### config.mk
export PLATFORM = sky130hd
export DESIGN_NAME = fp_divider_flat
export DESIGN_NICKNAME = d
export VERILOG_FILES = /design/src/rtl/fp_divider_if.sv /design/src/rtl/fp_divider.sv /design/src/flat_wrapper.sv
export SDC_FILE = /design/constraint.sdc
export NUM_CORES = 1
export LEC_CHECK = 0
export BUFFER_PORTS_ARGS = -buffer_cell sky130_fd_sc_hd__buf_2
export CAP_MARGIN = 20
export CORE_MARGIN = 2
export CORE_UTILIZATION = 50
export DETAILED_ROUTE_END_ITERATION = 10
export MAX_ROUTING_LAYER = met4
export PLACE_DENSITY = 0.77
export SYNTH_ARGS = -nofsm -noshare
export SYNTH_HDL_FRONTEND = slang
export SYNTH_SLANG_ARGS = --single-unit
### constraint.sdc
create_clock -name clk -period 5.7 [get_ports clk]
set_clock_uncertainty 0.1 [all_clocks]
set_input_delay 1.14 -clock clk [delete_from_list [all_inputs] [get_ports clk]]
set_output_delay 1.14 -clock clk [all_outputs]
set_load 0.01 [all_outputs]
### src/rtl/fp_divider_if.sv
// ============================================================================
//  Module      : fp_divider_if
//  Description : Request/result bundle for the iterative FP divider.
//                master : requester (drives start, a, b)
//                slave  : divider   (drives busy, done, quotient, flags)
//  Ports       : start, a, b            request side
//                busy, done, quotient,  result side
//                overflow, div_by_zero
//  Revision    : 1.0  initial release
// ============================================================================
`default_nettype none

interface fp_divider_if #(
  parameter int EXP_W  = 8,
  parameter int MANT_W = 23
);
  localparam int WIDTH = 1 + EXP_W + MANT_W;

  logic             start;
  logic [WIDTH-1:0] a;
  logic [WIDTH-1:0] b;
  logic             busy;
  logic             done;
  logic [WIDTH-1:0] quotient;
  logic             overflow;
  logic             div_by_zero;

  modport master (
    output start, a, b,
    input  busy, done, quotient, overflow, div_by_zero
  );

  modport slave (
    input  start, a, b,
    output busy, done, quotient, overflow, div_by_zero
  );
endinterface

`default_nettype wire

### src/rtl/fp_divider.sv
// ============================================================================
//  Module      : fp_divider
//  Description : Iterative single-precision divider, quotient = a / b.
//                Restoring division producing one quotient bit per clock,
//                implicit-1 mantissas, round-half-up, saturation to +/-inf on
//                exponent overflow and flush to zero on underflow.
//  Ports       : clk  rising-edge clock
//                rst  synchronous active-high reset
//                bus  fp_divider_if.slave (start/a/b in, busy/done/quotient/
//                     overflow/div_by_zero out)
//  Revision    : 1.0  initial release
// ============================================================================
`default_nettype none

module fp_divider #(
  parameter int EXP_W  = 8,
  parameter int MANT_W = 23
) (
  input  wire logic clk,
  input  wire logic rst,
  fp_divider_if.slave bus
);

  localparam int WIDTH = 1 + EXP_W + MANT_W;
  localparam int BIAS  = 2**(EXP_W-1) - 1;
  localparam int EMAX  = 2**EXP_W - 1;
  localparam int ITER  = MANT_W + 3;
  localparam int E_W   = EXP_W + 2;        // signed working exponent
  localparam int R_W   = MANT_W + 2;       // remainder / divisor width
  localparam int CNT_W = $clog2(ITER);

  localparam logic [1:0] S_IDLE   = 2'd0;
  localparam logic [1:0] S_UNPACK = 2'd1;
  localparam logic [1:0] S_DIVIDE = 2'd2;
  localparam logic [1:0] S_NORM   = 2'd3;

  logic [1:0]              state;
  logic [WIDTH-1:0]        a_reg;
  logic [WIDTH-1:0]        b_reg;
  logic                    sign;
  logic signed [E_W-1:0]   exp_w;
  logic [R_W-1:0]          rem;
  logic [R_W-1:0]          dvs;
  logic [ITER-1:0]         q;
  logic [CNT_W-1:0]        cnt;

  logic                    busy_r;
  logic                    done_r;
  logic [WIDTH-1:0]        quot_r;
  logic                    ovf_r;
  logic                    dbz_r;

  // Zero detection ignores the sign bit.
  logic a_zero;
  logic b_zero;
  assign a_zero = (a_reg[WIDTH-2:0] == '0);
  assign b_zero = (b_reg[WIDTH-2:0] == '0);

  // One restoring step. The remainder stays below the divisor after the
  // conditional subtract, so the left shift never loses a set bit.
  logic           rem_ge;
  logic [R_W-1:0] rem_sub;
  assign rem_ge  = (rem >= dvs);
  assign rem_sub = rem_ge ? (rem - dvs) : rem;

  // Normalise on the integer bit, round half-up on the first dropped bit.
  logic [MANT_W:0]       m_sum;
  logic [MANT_W-1:0]     m_fin;
  logic signed [E_W-1:0] e_fin;
  always_comb begin
    m_sum = '0;
    e_fin = exp_w;
    if (q[ITER-1]) begin
      m_sum = {1'b0, q[ITER-2:2]} + {{MANT_W{1'b0}}, q[1]};
    end else begin
      m_sum = {1'b0, q[ITER-3:1]} + {{MANT_W{1'b0}}, q[0]};
      e_fin = exp_w - E_W'(1);
    end
    // A rounding carry means the mantissa wrapped to 1.0 of the next binade.
    if (m_sum[MANT_W]) begin
      e_fin = e_fin + E_W'(1);
    end
    m_fin = m_sum[MANT_W] ? '0 : m_sum[MANT_W-1:0];
  end

  always_ff @(posedge clk) begin
    if (rst) begin
      state  <= S_IDLE;
      busy_r <= 1'b0;
      done_r <= 1'b0;
      quot_r <= '0;
      ovf_r  <= 1'b0;
      dbz_r  <= 1'b0;
      a_reg  <= '0;
      b_reg  <= '0;
      sign   <= 1'b0;
      exp_w  <= '0;
      rem    <= '0;
      dvs    <= '0;
      q      <= '0;
      cnt    <= '0;
    end else begin
      done_r <= 1'b0;
      case (state)
        S_IDLE: begin
          if (bus.start) begin
            a_reg  <= bus.a;
            b_reg  <= bus.b;
            busy_r <= 1'b1;
            state  <= S_UNPACK;
          end
        end
        S_UNPACK: begin
          sign  <= a_reg[WIDTH-1] ^ b_reg[WIDTH-1];
          exp_w <= $signed({2'b00, a_reg[WIDTH-2:MANT_W]})
                 - $signed({2'b00, b_reg[WIDTH-2:MANT_W]})
                 + $signed(E_W'(BIAS));
          rem   <= {1'b0, 1'b1, a_reg[MANT_W-1:0]};
          dvs   <= {1'b0, 1'b1, b_reg[MANT_W-1:0]};
          q     <= '0;
          cnt   <= '0;
          state <= (a_zero || b_zero) ? S_NORM : S_DIVIDE;
        end
        S_DIVIDE: begin
          rem <= rem_sub << 1;
          q   <= {q[ITER-2:0], rem_ge};
          cnt <= cnt + CNT_W'(1);
          if (cnt == CNT_W'(ITER-1)) begin
            state <= S_NORM;
          end
        end
        S_NORM: begin
          if (b_zero) begin
            quot_r <= {sign, {EXP_W{1'b1}}, {MANT_W{1'b0}}};
            dbz_r  <= 1'b1;
            ovf_r  <= 1'b0;
          end else if (a_zero) begin
            quot_r <= '0;
            dbz_r  <= 1'b0;
            ovf_r  <= 1'b0;
          end else if (e_fin >= $signed(E_W'(EMAX))) begin
            quot_r <= {sign, {EXP_W{1'b1}}, {MANT_W{1'b0}}};
            dbz_r  <= 1'b0;
            ovf_r  <= 1'b1;
          end else if (e_fin <= $signed(E_W'(0))) begin
            quot_r <= '0;
            dbz_r  <= 1'b0;
            ovf_r  <= 1'b0;
          end else begin
            quot_r <= {sign, e_fin[EXP_W-1:0], m_fin};
            dbz_r  <= 1'b0;
            ovf_r  <= 1'b0;
          end
          done_r <= 1'b1;
          busy_r <= 1'b0;
          state  <= S_IDLE;
        end
        default: state <= S_IDLE;
      endcase
    end
  end

  assign bus.busy        = busy_r;
  assign bus.done        = done_r;
  assign bus.quotient    = quot_r;
  assign bus.overflow    = ovf_r;
  assign bus.div_by_zero = dbz_r;

endmodule

`default_nettype wire

### src/flat_wrapper.sv
// flat-port wrapper written by rule: the top's interface ports become plain ports
module fp_divider_flat 
#(
  parameter int EXP_W  = 8,
  parameter int MANT_W = 23
)
  (clk, rst, bus_start, bus_a, bus_b, bus_busy, bus_done, bus_quotient, bus_overflow, bus_div_by_zero);
  fp_divider_if #(.EXP_W(EXP_W), .MANT_W(MANT_W)) bus_i ();
  input  wire logic clk;
  input  wire logic rst;
  input wire logic [$bits(bus_i.start)-1:0] bus_start;
  input wire logic [$bits(bus_i.a)-1:0] bus_a;
  input wire logic [$bits(bus_i.b)-1:0] bus_b;
  output wire logic [$bits(bus_i.busy)-1:0] bus_busy;
  output wire logic [$bits(bus_i.done)-1:0] bus_done;
  output wire logic [$bits(bus_i.quotient)-1:0] bus_quotient;
  output wire logic [$bits(bus_i.overflow)-1:0] bus_overflow;
  output wire logic [$bits(bus_i.div_by_zero)-1:0] bus_div_by_zero;
  assign bus_i.start = bus_start;
  assign bus_i.a = bus_a;
  assign bus_i.b = bus_b;
  assign bus_busy = bus_i.busy;
  assign bus_done = bus_i.done;
  assign bus_quotient = bus_i.quotient;
  assign bus_overflow = bus_i.overflow;
  assign bus_div_by_zero = bus_i.div_by_zero;
  fp_divider #(.EXP_W(EXP_W), .MANT_W(MANT_W)) u_core (.clk(clk), .rst(rst), .bus(bus_i));
endmodule
# Yosys cells after proc, flatten, opt, wreduce, memory -nomap -nowiden

Index checks and enable logic that the tools add are counted.

$add $sub $neg: 8
$lt $le $gt $ge: 3
Equality and inequality tests: 6
Mux-type cells: 23
Bitwise logic cells: 1
Reductions and logical operators: 9

Operators by type and width:

| cell                                                                                  | count |
|---|---|
| 32-bit 2-to-1 mux                                                                     | 4 |
| 31-bit zero test                                                                      | 2 |
| 26-bit one-hot mux with 2 select lines                                                | 1 |
| 25-bit one-hot mux with 2 select lines                                                | 1 |
| 23-bit by 1-bit adder with 24-bit output                                              | 2 |
| 24-bit 2-to-1 mux                                                                     | 2 |
| 25-bit by 24-bit greater-or-equal comparator with 1-bit output                        | 1 |
| 24-bit subtractor                                                                     | 1 |
| 23-bit 2-to-1 mux                                                                     | 1 |
| 10-bit 2-to-1 mux                                                                     | 2 |
| 10-bit by 2-bit adder with 10-bit output (second input constant)                      | 1 |
| 10-bit by 8-bit adder with 10-bit output (second input constant)                      | 1 |
| 10-bit by 9-bit greater-or-equal comparator with 1-bit output (second input constant) | 1 |
| 10-bit by 1-bit less-or-equal comparator with 1-bit output (second input constant)    | 1 |
| 5-bit one-hot mux with 2 select lines                                                 | 1 |
| 10-bit by 2-bit subtractor with 10-bit output (second input constant)                 | 1 |
| 8-bit by 8-bit subtractor with 9-bit output                                           | 1 |
| 2-bit one-hot mux with 4 select lines                                                 | 1 |
| 1-bit 2-to-1 mux                                                                      | 7 |
| 2-bit AND reduction                                                                   | 3 |
| 5-bit by 1-bit adder with 5-bit output (second input constant)                        | 1 |
| 5-bit equality test (second input constant)                                           | 1 |
| 2-bit equality test (second input constant)                                           | 2 |
| 2-bit 2-to-1 mux                                                                      | 2 |
| other kinds (8)                                                                       | 9 |

Register bits: 193
Input bits: 67
Output and inout port bits: 36
Logic and storage cells: 64

# Depth between registers and ports, before layout

Gate-level depths: netlist (run 1).

Word-level depth: 9
Depth in mapped cells: 15

# Least setup slack after synthesis (run 1)

Ideal clock, no wire load.

Path type: register -> register
Start: reg u_core.q[2]
End: reg u_core.quot_r[10], in the netlist u_core.bus.quotient[10]
Setup time: 0.117 ns
Arrival time: 3.426 ns
Data required time: 5.483 ns
Path slack: 2.057 ns
Cell stages (with the launch flop): 15
Buffers on the path: 4
Clock period less this slack: 3.643 ns
Cell sequence: dfxtp_1 > ha_1 > nand3_1 > or3b_1 > buf_2 > or4_4 > buf_6 > a21oi_1 > mux2_2 > a2111oi_4 > a21oi_2 > and4_1 > buf_6 > buf_6 > a22o_1

Word-level cells in the longest chain between the ends: 8

Ends and longest elaborated chain:

| item                                                        | RTL line                           | text |
|---|---|---|
| start, declared                                             | fp_divider.sv:44                   | `logic [ITER-1:0] q;` |
| start signal, assigned                                      | fp_divider.sv:126                  | `q <= {q[ITER-2:0], rem_ge};` |
| 23-bit by 1-bit adder with 24-bit output (on tied branches) | fp_divider.sv:76, fp_divider.sv:74 |  |
| 24-bit 2-to-1 mux *                                         | fp_divider.sv:73                   | `if (q[ITER-1]) begin` |
| 10-bit 2-to-1 mux                                           | fp_divider.sv:80                   | `if (m_sum[MANT_W]) begin` |
| 10-bit by 1-bit less-or-equal comparator with 1-bit output  | fp_divider.sv:145                  | `end else if (e_fin <= $signed(E_W'(0))) begin` |
| 32-bit 2-to-1 mux                                           | fp_divider.sv:145                  |  |
| 32-bit 2-to-1 mux *                                         | fp_divider.sv:141                  | `end else if (e_fin >= $signed(E_W'(EMAX))) begin` |
| 32-bit 2-to-1 mux *                                         | fp_divider.sv:137                  | `end else if (a_zero) begin` |
| 32-bit 2-to-1 mux *                                         | fp_divider.sv:133                  | `if (b_zero) begin` |
| end signal, assigned                                        | fp_divider.sv:134                  | `quot_r <= {sign, {EXP_W{1'b1}}, {MANT_W{1'b0}}};` |
| end signal, assigned                                        | fp_divider.sv:142                  | `quot_r <= {sign, {EXP_W{1'b1}}, {MANT_W{1'b0}}};` |
| end signal, assigned                                        | fp_divider.sv:150                  | `quot_r <= {sign, e_fin[EXP_W-1:0], m_fin};` |
| end, declared                                               | fp_divider.sv:49                   | `logic [WIDTH-1:0] quot_r;` |

Every way passes the cells marked *; elsewhere a longest branch is shown, timed or not.
A chain may end at the register's enable or synchronous reset.

# Worst setup path in the final report (run 1)

Start: reg u_core.q[25]
End: reg u_core.quot_r[12], in the netlist u_core.bus.quotient[12]

Word-level cells in the longest chain between the ends: 8

Ends and longest elaborated chain:

| item                                                       | RTL line          | text |
|---|---|---|
| 10-bit 2-to-1 mux                                          | fp_divider.sv:73  |  |
| 10-bit by 2-bit adder with 10-bit output                   | fp_divider.sv:81  | `e_fin = e_fin + E_W'(1);` |
| 10-bit 2-to-1 mux                                          | fp_divider.sv:80  |  |
| 10-bit by 1-bit less-or-equal comparator with 1-bit output | fp_divider.sv:145 |  |
| 32-bit 2-to-1 mux                                          | fp_divider.sv:145 |  |
| 32-bit 2-to-1 mux *                                        | fp_divider.sv:141 |  |
| 32-bit 2-to-1 mux *                                        | fp_divider.sv:137 |  |
| 32-bit 2-to-1 mux *                                        | fp_divider.sv:133 |  |

Marked as above.

==> flow_summary_export.csv, run 1 <==
group,metric,value,unit
status,status,"completed",
layout,design_area,11950,um2
sta,maxSlewViolCount,0,
worst_setup_path,cp_data_required_time,5.99,ns
worst_setup_path,cp-end-kind,"register",
grt,grt_pass1_vias,9062,
logic_synthesis,synth-seq-area-share,35.79,%
die,core-area,21090,um2
layout,fillers,1953,
layout,multi_input_area,6334,um2
layout,regArea,3865,um2
hold_path,hold_path.class,"register to register",
clock_network,cts_buffer_depth,2,
layout,nNetsFinal,1527,
worst_setup_path,arrival,4.43,ns
logic_synthesis,synth_edf_count,0,
worst_setup_path,cp_slowest_stage_delay,0.75,ns
logic_synthesis,synthesis.nets,1495,
routing,detail_route.first_pass.iterations,5,
routing,wl_per_cell,15.23,um
pwr,peakVddDrop,0.4447,mV
clock_network,cts_tree,"yes",
layout,final_common_cell,"nand2_1",
grt,antenna_found_initial,0,
grt,grt_first_pass_wirelength,43.30,mm
grt,grt_usage,24.09,%
sta,fin_crit_sh,72.69,%
sta,fin_tns_setup,0,ns
worst_setup_path,r2r_cells,8,
worst_setup_path,cp_common_cell,"xnor2_1",
logic_synthesis,yosysUniqueCellTypes,63,
routing,avgViaCountPerCell,5.673,
logic_synthesis,yosys_warnings,0,
pwr,leakage,4.603,nW
logic_synthesis,syn_inst,1381,
placed_design,numPortBuffers,102,
routing,antenna_left,0,
die,std_cell_rows,53,
routing,drcViolationCount,0,
worst_setup_path,cp-start-kind,"register",
clock_network,cts.clk_slew.worst_paths,0.08,ns
sta,tightest_slew,0.9951,ns
clock_network,cts_resized,0,
grt,met1_usage,30.21,%
clock_network,post-cts-setup-buffers,0,
die,top_level_ports,103,
worst_setup_path,crit_chain,"or4_1 > xnor2_1 > nand2_1 > a2111oi_0 > xnor2_1 > a41oi_1 > and4_1 > a22o_1",
clock_network,clock_latency,0.44,ns
pwr,power_density,575.3,nW/um2
placed_design,dp_hpwl,17.94,mm
layout,antenna_cells,0,
job,cap_violations,0,
logic_synthesis,yosys_register_bits,193,
placed_design,place_inst,1668,
clock_network,cts-hold-fix-buffers,0,
layout,instances_no_fill,1701,
sta,max_clock_freq,241.4,MHz
layout,drive_gt1_share,12.06,%
logic_synthesis,syn-cell-area,10800,um2
hold_path,hold_path_depth,1,
sta,relSlewSlack,33.66,%
worst_setup_path,path_max_fanout,59,
logic_synthesis,avgSynthCellArea,7.818,um2
routing,vias,9649,
sta,final-setup-viol-count,0,
logic_synthesis,yosys_most_used_dff,"dfxtp_1",
die,die_x,150.9,um
sta,hold_viol,0,
die,floorplan.initialDensity,51.20,%
grt,met3_usage,4.096,%
die,die_y,150.9,um
logic_synthesis,async_flop_share,0,%
clock_network,clock-sinks,193,
routing,drtIter0Drc,672,
worst_setup_path,cp_slowest_cell,"or4_1",
sta,rsz0062_at_grt,"no",
worst_setup_path,critical_path_class,"register to register",
sta,fin_crit,4.143,ns
grt,grt-ovfl-total,0,
layout,area_growth_syn_to_layout,10.67,%
grt,globalRouteMet2Util,39.70,%
clock_network,cts_buffers,17,
clock_network,htreeDepth,4,
grt,busiest_layer,"met2",
placed_design,dpl_cell_area,11340,um2
placed_design,gp_congestion,0.8932,
die,die_area,22780,um2
layout,layout_common_cells,"nand2_1, dfxtp_1, a21oi_1, nor2_1, buf_2",
routing,wirelength,25.90,mm
clock_network,cts-root-buf,"clkbuf_16",
grt,grt_max_degree,97,
-- area by class of cell --
class / instances / area share (%)
sequential: 193 / 32.35
clock buffer: 18 / 3.592
inverter: 57 / 1.791
multi-input combinational: 1032 / 53.01
tap: 275 / 2.880
clock inverter: 14 / 1.403
timing repair buffer: 112 / 4.984
-- report_power, final --
| group | internal [mW] | switching [mW] |
|---|---|---|
| clock network | 0.627 | 0.591 |
| registers | 1.56 | 0.218 |
| logic | 1.54 | 2.34 |
| total | 3.72 | 3.15 |
-- logic make-up (layout without fill, tap and decap cells) --
family / Yosys count / after routing / synth area share [%]
AND/OR/NAND/NOR: 530 / 530 / 22.48
multiplexers: 38 / 38 / 3.569
adder cells (fa/ha/maj): 47 / 47 / 5.586
XOR/XNOR: 88 / 88 / 7.139
buffers and inverters: 156 / 201 / 5.771
flip-flops: 193 / 193 / 35.79
AO/OA/AOI/OAI: 329 / 329 / 19.67
-- critical path: cells and delay by family (launching register included) --
| kind | cells | cell delay, ns |
|---|---|---|
| and+or+nand+nor | 3 | 1.73 |
| AOI/OAI and AO/OA | 3 | 1.01 |
| xor gates and xnor gates | 2 | 0.61 |
| DFF | 1 | 0.62 |
-- cells in the mapped netlist (11+ instances only) --
master | count | area [um2]
nand2_1 | 217 | 814.5
dfxtp_1 | 193 | 3864
a21oi_1 | 155 | 775.7
nor2_1 | 131 | 491.7
clkbuf_1 | 76 | 285.3
inv_1 | 55 | 206.5
nand3_1 | 50 | 250.2
xnor2_1 | 49 | 429.2
ha_1 | 45 | 563.0
xor2_1 | 39 | 341.6
o21ai_0 | 36 | 180.2
mux2i_1 | 34 | 340.3
a22o_1 | 24 | 210.2
nor3_1 | 20 | 100.1
a211oi_1 | 17 | 127.6
nor4_1 | 16 | 100.1
a21o_1 | 14 | 105.1
and3_1 | 14 | 87.58
o211ai_1 | 14 | 105.1
buf_1 | 13 | 48.80
nand4_1 | 13 | 81.33
a32o_1 | 11 | 110.1
and4_1 | 11 | 96.34
nor2b_1 | 11 | 68.82
-- per-layer routing --
layer,up-vias,part of all wire [%]
met5,-,0
li1,4885,-
met3,40,4.3
met4,0,2.2
met2,251,48
met1,4473,46
-- metrics by stage --
stage / power [mW] / worst slack (ns) / hold WS (ns) / util [%]
2_1_floorplan: 4.816 / 2.057 / 0.3344 / -
4_1_cts: 6.855 / 1.516 / 0.3499 / 56.59
3_5_place_dp: 5.597 / 1.641 / 0.3336 / 53.76
3_3_place_gp: 5.547 / 1.726 / 0.3320 / 53.76
6_report: 6.874 / 1.557 / 0.3460 / 56.66
5_1_grt: 7.402 / 1.159 / 0.3630 / 56.66
-- final timing paths --
path | from | end | slack (ns)
worst max-delay path | u_core.q[25] | u_core.bus.quotient[12] | 1.56
worst min-delay path | u_core.bus.div_by_zero | u_core.bus.div_by_zero | 0.35
worst max register to register | u_core.q[25] | u_core.bus.quotient[12] | 1.56
worst min register to register | u_core.bus.div_by_zero | u_core.bus.div_by_zero | 0.35
No activity file was read; power rests on OpenSTA's default activity.
==> inputs of run 2 (changes only) <==
==> constraint.sdc (replaced) <==
create_clock -name clk -period 4.2 [get_ports clk]
set_clock_uncertainty 0.1 [all_clocks]
set_input_delay 0.84 -clock clk [delete_from_list [all_inputs] [get_ports clk]]
set_output_delay 0.84 -clock clk [all_outputs]
set_load 0.01 [all_outputs]
==> flow_summary_export.csv, run 2 (synthesis gave the netlist of run 1 again) <==
group,metric,value,unit
status,status,"completed",
grt,antenna_found_initial,0,
routing,drcViolationCount,0,
sta,fin_tns_setup,0,ns
placed_design,dp_hpwl,18.39,mm
sta,fin_crit_sh,87.54,%
sta,rsz0062_at_grt,"no",
placed_design,numPortBuffers,102,
die,std_cell_rows,53,
pwr,power_frac_seq,25.7,%
worst_setup_path,cp-start-kind,"register",
job,cap_violations,0,
sta,fin_crit,3.677,ns
clock_network,htreeDepth,4,
pwr,p_int,5.107,mW
worst_setup_path,arrival,3.90,ns
worst_setup_path,critical_path_class,"register to register",
pwr,power,9.365,mW
clock_network,clock-sinks,193,
grt,grt_max_degree,96,
sta,hold_viol,0,
worst_setup_path,cp_slowest_stage_delay,0.73,ns
worst_setup_path,cp_data_required_time,4.42,ns
placed_design,gp_congestion,0.8952,
die,floorplan.initialDensity,51.20,%
routing,vias,9787,
grt,grt-ovfl-total,0,
pwr,leakage,4.635,nW
routing,drtIter0Drc,815,
die,top_level_ports,103,
pwr,switchingPower,4.258,mW
layout,layout_common_cells,"nand2_1, dfxtp_1, a21oi_1, nor2_1, buf_2",
placed_design,dpl_cell_area,11390,um2
sta,final-setup-viol-count,0,
layout,antenna_cells,0,
sta,relSlewSlack,35.83,%
clock_network,cts_buffer_depth,2,
layout,final_common_cell,"nand2_1",
worst_setup_path,critPathTopFamily,"simple AND/OR/NAND/NOR gates",
layout,nNetsFinal,1535,
routing,avgViaCountPerCell,5.730,
pwr,pwr-share-comb,57.0,%
layout,design_area,12000,um2
die,die_y,150.9,um
worst_setup_path,cp_slowest_cell,"or4b_2",
layout,area_growth_syn_to_layout,11.17,%
clock_network,clock_latency,0.43,ns
pwr,pwr-share-clk,17.2,%
pwr,p_sw_share,45.47,%
worst_setup_path,cp-end-kind,"register",
die,die_area,22780,um2
worst_setup_path,crit_buf_inv,1,
worst_setup_path,path_max_fanout,23,
clock_network,cts-hold-fix-buffers,0,
grt,grt_usage,23.44,%
routing,antenna_left,0,
pwr,power_density,780.2,nW/um2
worst_setup_path,crit_chain,"inv_1 > ha_1 > or4b_2 > nor4_1 > xnor2_1 > a211oi_1 > mux2i_1 > xor2_1 > a21oi_2 > and4_4 > a22o_1",
hold_path,hold_path.class,"register to register",
grt,grt_pass1_vias,8812,
routing,wirelength,26.12,mm
layout,drive_gt1_share,12.56,%
clock_network,cts-root-buf,"clkbuf_16",
die,core-area,21090,um2
grt,grt_first_pass_wirelength,42.46,mm
clock_network,cts.clk_slew.worst_paths,0.07,ns
sta,maxSlewViolCount,0,
routing,detail_route.first_pass.iterations,6,
pwr,peakVddDrop,0.7947,mV
sta,max_clock_freq,272.0,MHz
routing,wl_per_cell,15.29,um
clock_network,cts_buffers,17,
clock_network,cts_tree,"yes",
sta,tightest_slew,0.9625,ns
die,die_x,150.9,um
-- run 2: cell types whose count changed in the layout (fill, tap and decap cells not counted), sizes merged --
cell,before,now
clkinv,7,4
inv,61,60
buf,112,120
clkbuf,18,20
clkinvlp,2,3
-- run 2: worst min-delay path, delay by kind of cell, from the launching register on --
| family | cells | cell delay (ns) |
|---|---|---|
| DFF | 1 | 0.32 |
| AOI/OAI and AO/OA | 1 | 0.06 |
| and+or+nand+nor | 1 | 0.04 |
-- run 2: metal layers --
layer	track usage, %	share of wire [%]
met5	-	0
met2	38.91	48
met4	7.150	2.2
met3	2.861	4.1
met1	30.05	46
-- run 2: cell type report --
cell class                 instances  area [um2]
clock buffer                      20       456.7
clock inverter                    11       118.9
fill                            1938        9085
inverter                          57       214.0
multi-input combinational       1032        6336
sequential                       193        3865
tap                              275       344.1
timing repair buffer             120       668.1
-- run 2: worst paths after layout --
| check | start | end | slack [ns] | depth (start not counted) |
|---|---|---|---|---|
| max | u_core.exp_w[0] | u_core.bus.quotient[22] | 0.52 | 11 |
| max reg2reg | u_core.exp_w[0] | u_core.bus.quotient[22] | 0.52 | 11 |
| min reg2reg | u_core.bus.quotient[31] | u_core.bus.quotient[31] | 0.36 | 2 |
| min | u_core.bus.quotient[31] | u_core.bus.quotient[31] | 0.36 | 2 |
-- run 2: repair_timing --
item | in CTS | in global routing
setup buffers | 0 | 0
resized for setup | 0 | 2
setup endpoints to repair | 0 | 23
endpoints found under the hold margin | 0 | 0
-- run 2: power groups by stage --
stage	registers [mW]	logic (mW)	clock network [mW]
final	2.41	5.34	1.62
after CTS	2.40	5.27	1.63
after global placement	2.43	5.14	0
after global routing	2.45	5.91	1.70
after detailed placement	2.44	5.22	0
after floorplan	2.31	4.23	0
-- run 2: stage by stage --
stage	hold slack [ns]	utilization (%)	setup slack (ns)	cells
2_1_floorplan	0.3344	-	0.5571	1381
5_1_grt	0.3834	56.92	0.1396	1708
6_report	0.3579	56.92	0.5234	1708
3_3_place_gp	0.3284	54.01	0.3165	1675
3_5_place_dp	0.3525	54.01	0.1679	1675
4_1_cts	0.3667	56.74	0.1551	1706
==> inputs of run 3 (changes only) <==
--- a/config.mk
+++ b/config.mk
@@ -7,11 +7,13 @@
 export LEC_CHECK = 0
 export BUFFER_PORTS_ARGS = -buffer_cell sky130_fd_sc_hd__buf_2
 export CAP_MARGIN = 20
+export CELL_PAD_IN_SITES_DETAIL_PLACEMENT = 0
+export CELL_PAD_IN_SITES_GLOBAL_PLACEMENT = 1
 export CORE_MARGIN = 2
-export CORE_UTILIZATION = 50
+export CORE_UTILIZATION = 45
 export DETAILED_ROUTE_END_ITERATION = 10
 export MAX_ROUTING_LAYER = met4
-export PLACE_DENSITY = 0.77
+export PLACE_DENSITY = 0.89
 export SYNTH_ARGS = -nofsm -noshare
 export SYNTH_HDL_FRONTEND = slang
 export SYNTH_SLANG_ARGS = --single-unit
==> flow_summary_export.csv, run 3 (synthesis gave the netlist of run 1 again) <==
group,metric,value,unit
worst_setup_path,crit_chain,"ha_1 > nand3_1 > or3b_1 > or4_4 > a21oi_1 > mux2_2 > a2111oi_4 > a21oi_2 > and4_2 > a22o_1",
sta,rsz0062_at_grt,"no",
grt,met1_usage,28.86,%
die,floorplan.initialDensity,45.86,%
worst_setup_path,path_max_fanout,23,
worst_setup_path,cp-start-kind,"register",
routing,avgViaCountPerCell,5.419,
clock_network,cts_resized,0,
grt,grt_usage,22.05,%
die,top_level_ports,103,
layout,drive_gt1_share,13.00,%
placed_design,numPortBuffers,102,
pwr,leakage,4.711,nW
layout,antenna_cells,0,
routing,drcViolationCount,0,
layout,multi_input_area,6335,um2
clock_network,post-cts-setup-buffers,0,
layout,fillers,2333,
worst_setup_path,cp_slowest_stage_delay,0.65,ns
die,die_y,158.9,um
layout,instances_no_fill,1758,
clock_network,cts_tree,"yes",
grt,busiest_layer,"met2",
sta,fin_crit,3.820,ns
clock_network,cts.clk_slew.worst_paths,0.09,ns
worst_setup_path,arrival,4.05,ns
grt,grt_first_pass_wirelength,45.11,mm
routing,drtIter0Drc,482,
die,std_cell_rows,56,
layout,regArea,3865,um2
clock_network,clock-sinks,193,
routing,antenna_left,0,
die,core-area,23540,um2
layout,nNetsFinal,1540,
worst_setup_path,cp_data_required_time,4.43,ns
placed_design,gp_congestion,0.9366,
sta,layout_setup_ws,0.3801,ns
routing,detail_route.first_pass.iterations,5,
clock_network,clock_latency,0.45,ns
clock_network,cts-hold-fix-buffers,0,
sta,timing.hold.ws,0.3618,ns
worst_setup_path,cp_slowest_cell,"or4_4",
sta,hold_viol,0,
hold_path,hold_path.class,"register to register",
worst_setup_path,critical_path_class,"register to register",
grt,grt_pass1_vias,8971,
sta,fin_crit_sh,90.95,%
sta,maxSlewViolCount,0,
clock_network,htreeDepth,4,
grt,antenna_found_initial,0,
clock_network,cts-root-buf,"clkbuf_16",
worst_setup_path,cp-end-kind,"register",
grt,grt-ovfl-total,0,
status,status,"completed",
layout,layout_common_cells,"nand2_1, dfxtp_1, a21oi_1, nor2_1, buf_2",
placed_design,dp_hpwl,19.28,mm
placed_design,place_inst,1725,
routing,wl_per_cell,15.33,um
pwr,peakVddDrop,0.6244,mV
grt,globalRouteMet2Util,36.11,%
routing,wirelength,26.94,mm
die,die_area,25250,um2
routing,vias,9526,
sta,tightest_slew,1.019,ns
sta,fin_tns_setup,0,ns
layout,final_common_cell,"nand2_1",
job,cap_violations,0,
clock_network,cts_buffer_depth,2,
pwr,power_density,786.6,nW/um2
die,die_x,158.9,um
sta,relSlewSlack,32.10,%
placed_design,dp_slack,0.1899,ns
grt,met3_usage,2.978,%
clock_network,cts_buffers,17,
sta,final-setup-viol-count,0,
grt,grt_max_degree,99,
layout,area_growth_syn_to_layout,12.88,%
sta,max_clock_freq,261.8,MHz
run 3: cell count changes in the layout (fill, tap and decap cells not counted), sizes merged:
cell | previous run | this run
clkinvlp | 3 | 0
clkbuf | 20 | 17
inv | 60 | 68
buf | 120 | 125
bufinv | 1 | 0
run 3: path summary, 6_finish.rpt:
kind / startpoint / end / slack [ns] / depth (start not counted)
worst min register to register: u_core.bus.quotient[31] / u_core.bus.quotient[31] / 0.36 / 2
worst max register to register: u_core.q[2] / u_core.bus.quotient[3] / 0.38 / 10
worst max-delay path: u_core.q[2] / u_core.bus.quotient[3] / 0.38 / 10
worst min-delay path: u_core.bus.quotient[31] / u_core.bus.quotient[31] / 0.36 / 2
run 3: critical path: cells and delay by family, from the launching register on:
family	cells	cell delay (ns)
compound gates	4	0.90
flops	1	0.43
fa+ha+maj	1	0.24
mux	1	0.39
simple gates	4	1.66
run 3: final cells by class:
class                   instances  area share [%]
multi-input cells            1032           51.98
flip-flops and latches        193           31.71
repair buffers                125           5.791
clock buffers                  17           3.491
well taps                     319           3.275
clock inverters                15           1.992
inverters                      57           1.756
run 3: through the flow:
stage | utilization [%] | total power, mW | area, um2
after floorplan | - | 6.536 | 10800
after global placement | 48.77 | 7.719 | 11480
after detailed placement | 48.84 | 7.751 | 11500
after CTS | 51.67 | 9.585 | 12170
after global routing | 51.76 | 10.37 | 12190
final | 51.76 | 9.586 | 12190
run 3: where the power goes:
group,total [mW],switching (mW),internal (mW)
logic,5.37,3.21,2.17
clock network,1.81,0.943,0.872
registers,2.40,0.287,2.11
total,9.59,4.44,5.15
run 3: routing by layer:
layer | wire, um | vias up | part of all wire (%)
li1 | - | 4896 | -
met5 | 0 | - | 0
met1 | 12860 | 4399 | 48
met3 | 958 | 27 | 3.6
met4 | 418 | 0 | 1.6
met2 | 12710 | 204 | 47
